## src/rtl/tlb_ptw.sv

```systemverilog
// Two-level Sv32-style page table walker between the TLB miss port
// and a single-read memory port; returns one leaf PTE or zero on fault.
module tlb_ptw #(
  parameter int COUNT_W = 16
) (
  input  logic               clk,
  input  logic               rst,
  input  logic               ptw_req_valid_i,
  output logic               ptw_req_ready_o,
  input  logic [31:0]        ptw_vaddr_i,
  output logic               ptw_resp_valid_o,
  input  logic               ptw_resp_ready_i,
  output logic [31:0]        ptw_pte_o,
  output logic               ptw_fault_o,
  input  logic [19:0]        satp_ppn_i,
  output logic               mem_req_valid_o,
  input  logic               mem_req_ready_i,
  output logic [31:0]        mem_addr_o,
  input  logic               mem_resp_valid_i,
  input  logic [31:0]        mem_resp_data_i,
  output logic [COUNT_W-1:0] walk_count_o
);

  typedef enum logic [2:0] {
    IDLE, L1_REQ, L1_WAIT, L0_REQ, L0_WAIT, RESP
  } state_t;

  state_t state_q, state_d;

  logic [19:0]        vpn_q;
  logic [19:0]        root_q;
  logic [19:0]        l1_ppn_q;
  logic [31:0]        pte_q;
  logic               fault_q;
  logic [COUNT_W-1:0] count_q;

  logic req_fire;
  logic d_v, d_leaf, d_ptr, sp_misaligned;

  assign req_fire      = ptw_req_valid_i && ptw_req_ready_o;
  assign d_v           = mem_resp_data_i[2];
  assign d_leaf        = d_v && (mem_resp_data_i[1] | mem_resp_data_i[0]);
  assign d_ptr         = d_v && !(mem_resp_data_i[1] | mem_resp_data_i[0]);
  assign sp_misaligned = |mem_resp_data_i[21:12];

  assign ptw_pte_o    = pte_q;
  assign ptw_fault_o  = fault_q;
  assign walk_count_o = count_q;

  always_ff @(posedge clk) begin
    if (rst) state_q <= IDLE;
    else     state_q <= state_d;
  end

  always_comb begin
    state_d = state_q;
    unique case (state_q)
      IDLE:    if (req_fire) state_d = L1_REQ;
      L1_REQ:  if (mem_req_ready_i) state_d = L1_WAIT;
      L1_WAIT: if (mem_resp_valid_i)
                 state_d = d_ptr ? L0_REQ : RESP;
      L0_REQ:  if (mem_req_ready_i) state_d = L0_WAIT;
      L0_WAIT: if (mem_resp_valid_i) state_d = RESP;
      RESP:    if (ptw_resp_ready_i) state_d = IDLE;
      default: state_d = IDLE;
    endcase
  end

  // Outputs are gated while rst is high so nothing leaks before the
  // synchronous reset takes effect on the state register.
  always_comb begin
    ptw_req_ready_o  = 1'b0;
    ptw_resp_valid_o = 1'b0;
    mem_req_valid_o  = 1'b0;
    mem_addr_o       = 32'd0;
    if (!rst) begin
      unique case (state_q)
        IDLE: ptw_req_ready_o = 1'b1;
        L1_REQ: begin
          mem_req_valid_o = 1'b1;
          mem_addr_o      = {root_q, vpn_q[19:10], 2'b00};
        end
        L0_REQ: begin
          mem_req_valid_o = 1'b1;
          mem_addr_o      = {l1_ppn_q, vpn_q[9:0], 2'b00};
        end
        RESP:    ptw_resp_valid_o = 1'b1;
        default: ;
      endcase
    end
  end

  always_ff @(posedge clk) begin
    if (rst) begin
      vpn_q    <= '0;
      root_q   <= '0;
      l1_ppn_q <= '0;
      pte_q    <= '0;
      fault_q  <= 1'b0;
      count_q  <= '0;
    end else begin
      if (req_fire) begin
        vpn_q   <= ptw_vaddr_i[31:12];
        root_q  <= satp_ppn_i;
        count_q <= count_q + {{(COUNT_W-1){1'b0}}, 1'b1};
      end
      if (state_q == L1_WAIT && mem_resp_valid_i) begin
        if (d_ptr) begin
          l1_ppn_q <= mem_resp_data_i[31:12];
        end else if (d_leaf && !sp_misaligned) begin
          pte_q   <= {mem_resp_data_i[31:22], vpn_q[9:0],
                      mem_resp_data_i[11:0]};
          fault_q <= 1'b0;
        end else begin
          pte_q   <= 32'd0;
          fault_q <= 1'b1;
        end
      end
      if (state_q == L0_WAIT && mem_resp_valid_i) begin
        pte_q   <= d_leaf ? mem_resp_data_i : 32'd0;
        fault_q <= !d_leaf;
      end
    end
  end

endmodule

```

## config.mk

```make
export PLATFORM = sky130hd
export DESIGN_NAME = tlb_ptw
export DESIGN_NICKNAME = d
export VERILOG_FILES = /design/src/rtl/tlb_ptw.sv
export SDC_FILE = /design/constraint.sdc
export NUM_CORES = 1
export LEC_CHECK = 0
export ABC_AREA = 1
export BUFFER_PORTS_ARGS = -buffer_cell sky130_fd_sc_hd__buf_2
export CAP_MARGIN = 20
export CORE_MARGIN = 10
export CORE_UTILIZATION = 45
export DETAILED_ROUTE_END_ITERATION = 10
export PLACE_DENSITY = 0.76
export SYNTH_ARGS = -nofsm -noshare
export SYNTH_HDL_FRONTEND = slang
export SYNTH_SLANG_ARGS = --single-unit
```

## constraint.sdc

```tcl
create_clock -name clk -period 1.5 [get_ports clk]
set_input_delay 0.225 -clock clk [delete_from_list [all_inputs] [get_ports clk]]
set_output_delay 0.225 -clock clk [all_outputs]
set_load 0.02 [all_outputs]
```

==> metrics.cfg <==
[min_path]
whs_path_depth = 3
hold_path_class = input port to flip-flop
min_to = vpn_q[10]
hold_start = ptw_vaddr_i[22]

[timing]
rsz0062_at_grt = true
timing_hold_violations_final = 0
final-setup-viol-count = 110
timing.final.crit_share_pct = 121.6
setup_slack_ns = -0.3238
slew_viol_final = 0
fmax_mhz = 548.3
fin_skew_ns = 0.008537
fin_crit_ns = 1.824

[setup_path]
cp_data_required_time_ns = 1.27
r2r_end = ptw_pte_o[20]
endpoint_kind = output pin
crit_path_start_kind = flip-flop
rr_startpoint = state_q[1]
cp_max_fo = 6
cp.arrival_ns = 1.60
worst_r2r_path_depth = 11
path_class = flip-flop to output pin
reg2reg_slack_ns = -0.19

[final_layout]
final_cells = 1088
drive_above_1_share_pct = 52.33
layout.cells.most_common_list = nand2_1, buf_2, dfxtp_1, inv_1, nor2_1
fin_nets = 1032
layout_commonest_cell = nand2_1
syn_to_final_growth_pct = 70.93
utilization_pct = 78.97

[routing]
routedWlPerCell_um = 19.51
antenna_left = 0
drtIter0Drc = 641
drc = 0
routed_wl_mm = 21.23
firstDrtPassIters = 6
vias = 5955
detail_route.vias_per_cell = 5.473

[clock_tree]
clock_sinks = 112
htree_num_levels = 3
clkTransAtPathRegs_ns = 0.08
clockRootBuffer = clkbuf_16
cts.path.max_buffers = 2
clkLatencyLatePin_ns = 0.36
tritoncts = yes
cts_buffers = 9

[power]
power_mw = 13.29
p_int_mw = 7.941
clock_power_share_pct = 18.0
switching_power_mw = 5.350
powerDensity_nw_per_um2 = 1539
p_sw_share_pct = 40.25
p_leak_nw = 3.903
p_comb_share_pct = 52.4
vdd_drop_max_v = 0.001066
p_seq_share_pct = 29.7

[global_route]
track_usage_pct = 19.92
gr-total-overflow = 0
grt_pass1_wl_mm = 26.68
antenna_found_initial = 2
first_global_vias = 5372
grt_max_degree = 86

[yosys]
synth_cell_type_count = 33
ys_ff_latch = 112
synthDominantCellAreaShare_pct = 44.38
syn_area_um2 = 5052
avgSynthCellArea_um2 = 6.883
yosysTopAreaCell = dfxtp_1
ys_top_cells_by_area = dfxtp_1, nand2_1, nor2_1
synth_cells = 734
yosysWarnings = 0
synth_seq_area_share_pct = 44.38

[place]
place_ws_ns = -0.07770
dp.cells = 1020
dp_hpwl_mm = 10.63
place_congestion = 0.8111
portBuffers = 159

[floorplanning]
core_um2 = 10940
die-area_um2 = 15870
initial_utilization_pct = 46.20
row_count = 38
io_pins = 174
die_x_um = 126.0
die-height_um = 126.0

[status]
violations = negative setup slack
status = finished, violations left

[flow_run]
max_cap_violations = 0

[cell usage after synthesis]
| cell | count |
|---|---|
| a21oi_1 | 32 |
| a22oi_1 | 30 |
| and3_1 | 1 |
| buf_1 | 2 |
| buf_2 | 16 |
| buf_4 | 2 |
| buf_6 | 4 |
| clkbuf_1 | 21 |
| clkbuf_2 | 2 |
| clkinv_1 | 2 |
| conb_1 | 1 |
| dfxtp_1 | 112 |
| ha_1 | 1 |
| inv_1 | 70 |
| inv_2 | 2 |
| nand2_1 | 169 |
| nand2_2 | 2 |
| nand2_4 | 1 |
| nand3_1 | 55 |
| nand3_2 | 2 |
| nand3b_1 | 2 |
| nand4_1 | 13 |
| nand4_2 | 1 |
| nor2_1 | 125 |
| nor2_2 | 1 |
| nor2_4 | 1 |
| nor3_1 | 15 |
| nor3b_1 | 1 |
| o211ai_1 | 2 |
| o21ai_0 | 42 |
| o21bai_1 | 1 |
| o22ai_1 | 1 |
| xnor2_1 | 2 |
[worst max path at each step]
| stage | from | endpoint | slack, ns | depth (start not counted) |
|---|---|---|---|---|
| after floorplan | state_q[2] | mem_addr_o[10] | 0.02 | 6 |
| after global placement | state_q[2] | mem_addr_o[31] | -0.07 | 7 |
| after detailed placement | state_q[2] | mem_addr_o[31] | -0.08 | 7 |
| after CTS | state_q[2] | mem_addr_o[10] | -0.26 | 8 |
| after global routing | state_q[2] | mem_addr_o[31] | -0.35 | 8 |
| final | state_q[2] | mem_addr_o[31] | -0.32 | 8 |
[layer usage]
metal	track usage [%]	vias to the layer above	share of wire (%)
li1	-	2785	-
met5	0	-	0
met2	33.28	290	49
met4	7.837	0	3.7
met1	23.94	2810	40
met3	5.076	70	7.0
[kinds of logic (layout without fill, tap and decap cells)]
kind of cell | count (synthesis) | count (layout) | synth area share, %
buffers and inverters | 121 | 332 | 10.18
xor gates and xnor gates | 2 | 2 | 0.3468
and+or+nand+nor | 389 | 389 | 32.42
DFF | 112 | 112 | 44.38
adders and majority gates | 1 | 1 | 0.2476
other | 1 | 4 | 0.07422
AOI/OAI and AO/OA | 108 | 108 | 12.36
[registers in the layout, indices dropped and copies added, names as in the netlist]
register	count
vpn_q	20
root_q	20
l1_ppn_q	20
ptw_pte_o	32
ptw_fault_o	1
state_q	3
walk_count_o	16
[metrics by stage]
step	hold slack (ns)	cell area (µm²)	setup TNS, ns
2_1_floorplan	0.3355	5131	0
3_3_place_gp	0.4204	6168	-1.108
3_5_place_dp	0.4225	6168	-1.851
4_1_cts	0.05607	7418	-8.177
5_1_grt	0.06551	8636	-22.97
6_report	0.05433	8636	-16.48
[critical path: stages (launching register included)]
cell	delay (ns)
dfxtp_2	0.34
inv_2	0.08
nand2_4	0.06
nor2_4	0.13
buf_12	0.16
buf_8	0.14
a22oi_2	0.09
nor2_2	0.13
buf_6	0.13
[repair_timing]
item                                    in CTS  in global routing
endpoints found under the setup margin      95                142
hold buffers                                 0                  0
resized for setup                          186                219
pin swaps                                   22                 65
setup buffers                               21                  6
cloned                                       8                 19
[area by class of cell]
cell class | count | area [µm²]
tap | 140 | 175.2
clock buffer | 9 | 225.2
timing repair buffer | 242 | 2273
inverter | 74 | 304.0
fill | 660 | 2300
clock inverter | 7 | 61.31
sequential | 112 | 2253
antenna | 2 | 5.005
multi-input combinational | 502 | 3338
[power groups by stage]
stage,sequential [mW],clock (mW),combinational [mW]
3_5_place_dp,3.86,0,3.28
3_3_place_gp,3.84,0,3.25
2_1_floorplan,4.11,0,1.94
4_1_cts,3.84,2.39,4.69
6_report,3.95,2.39,6.96
5_1_grt,3.98,2.51,7.32
No activity file was read; power rests on OpenSTA's default activity.
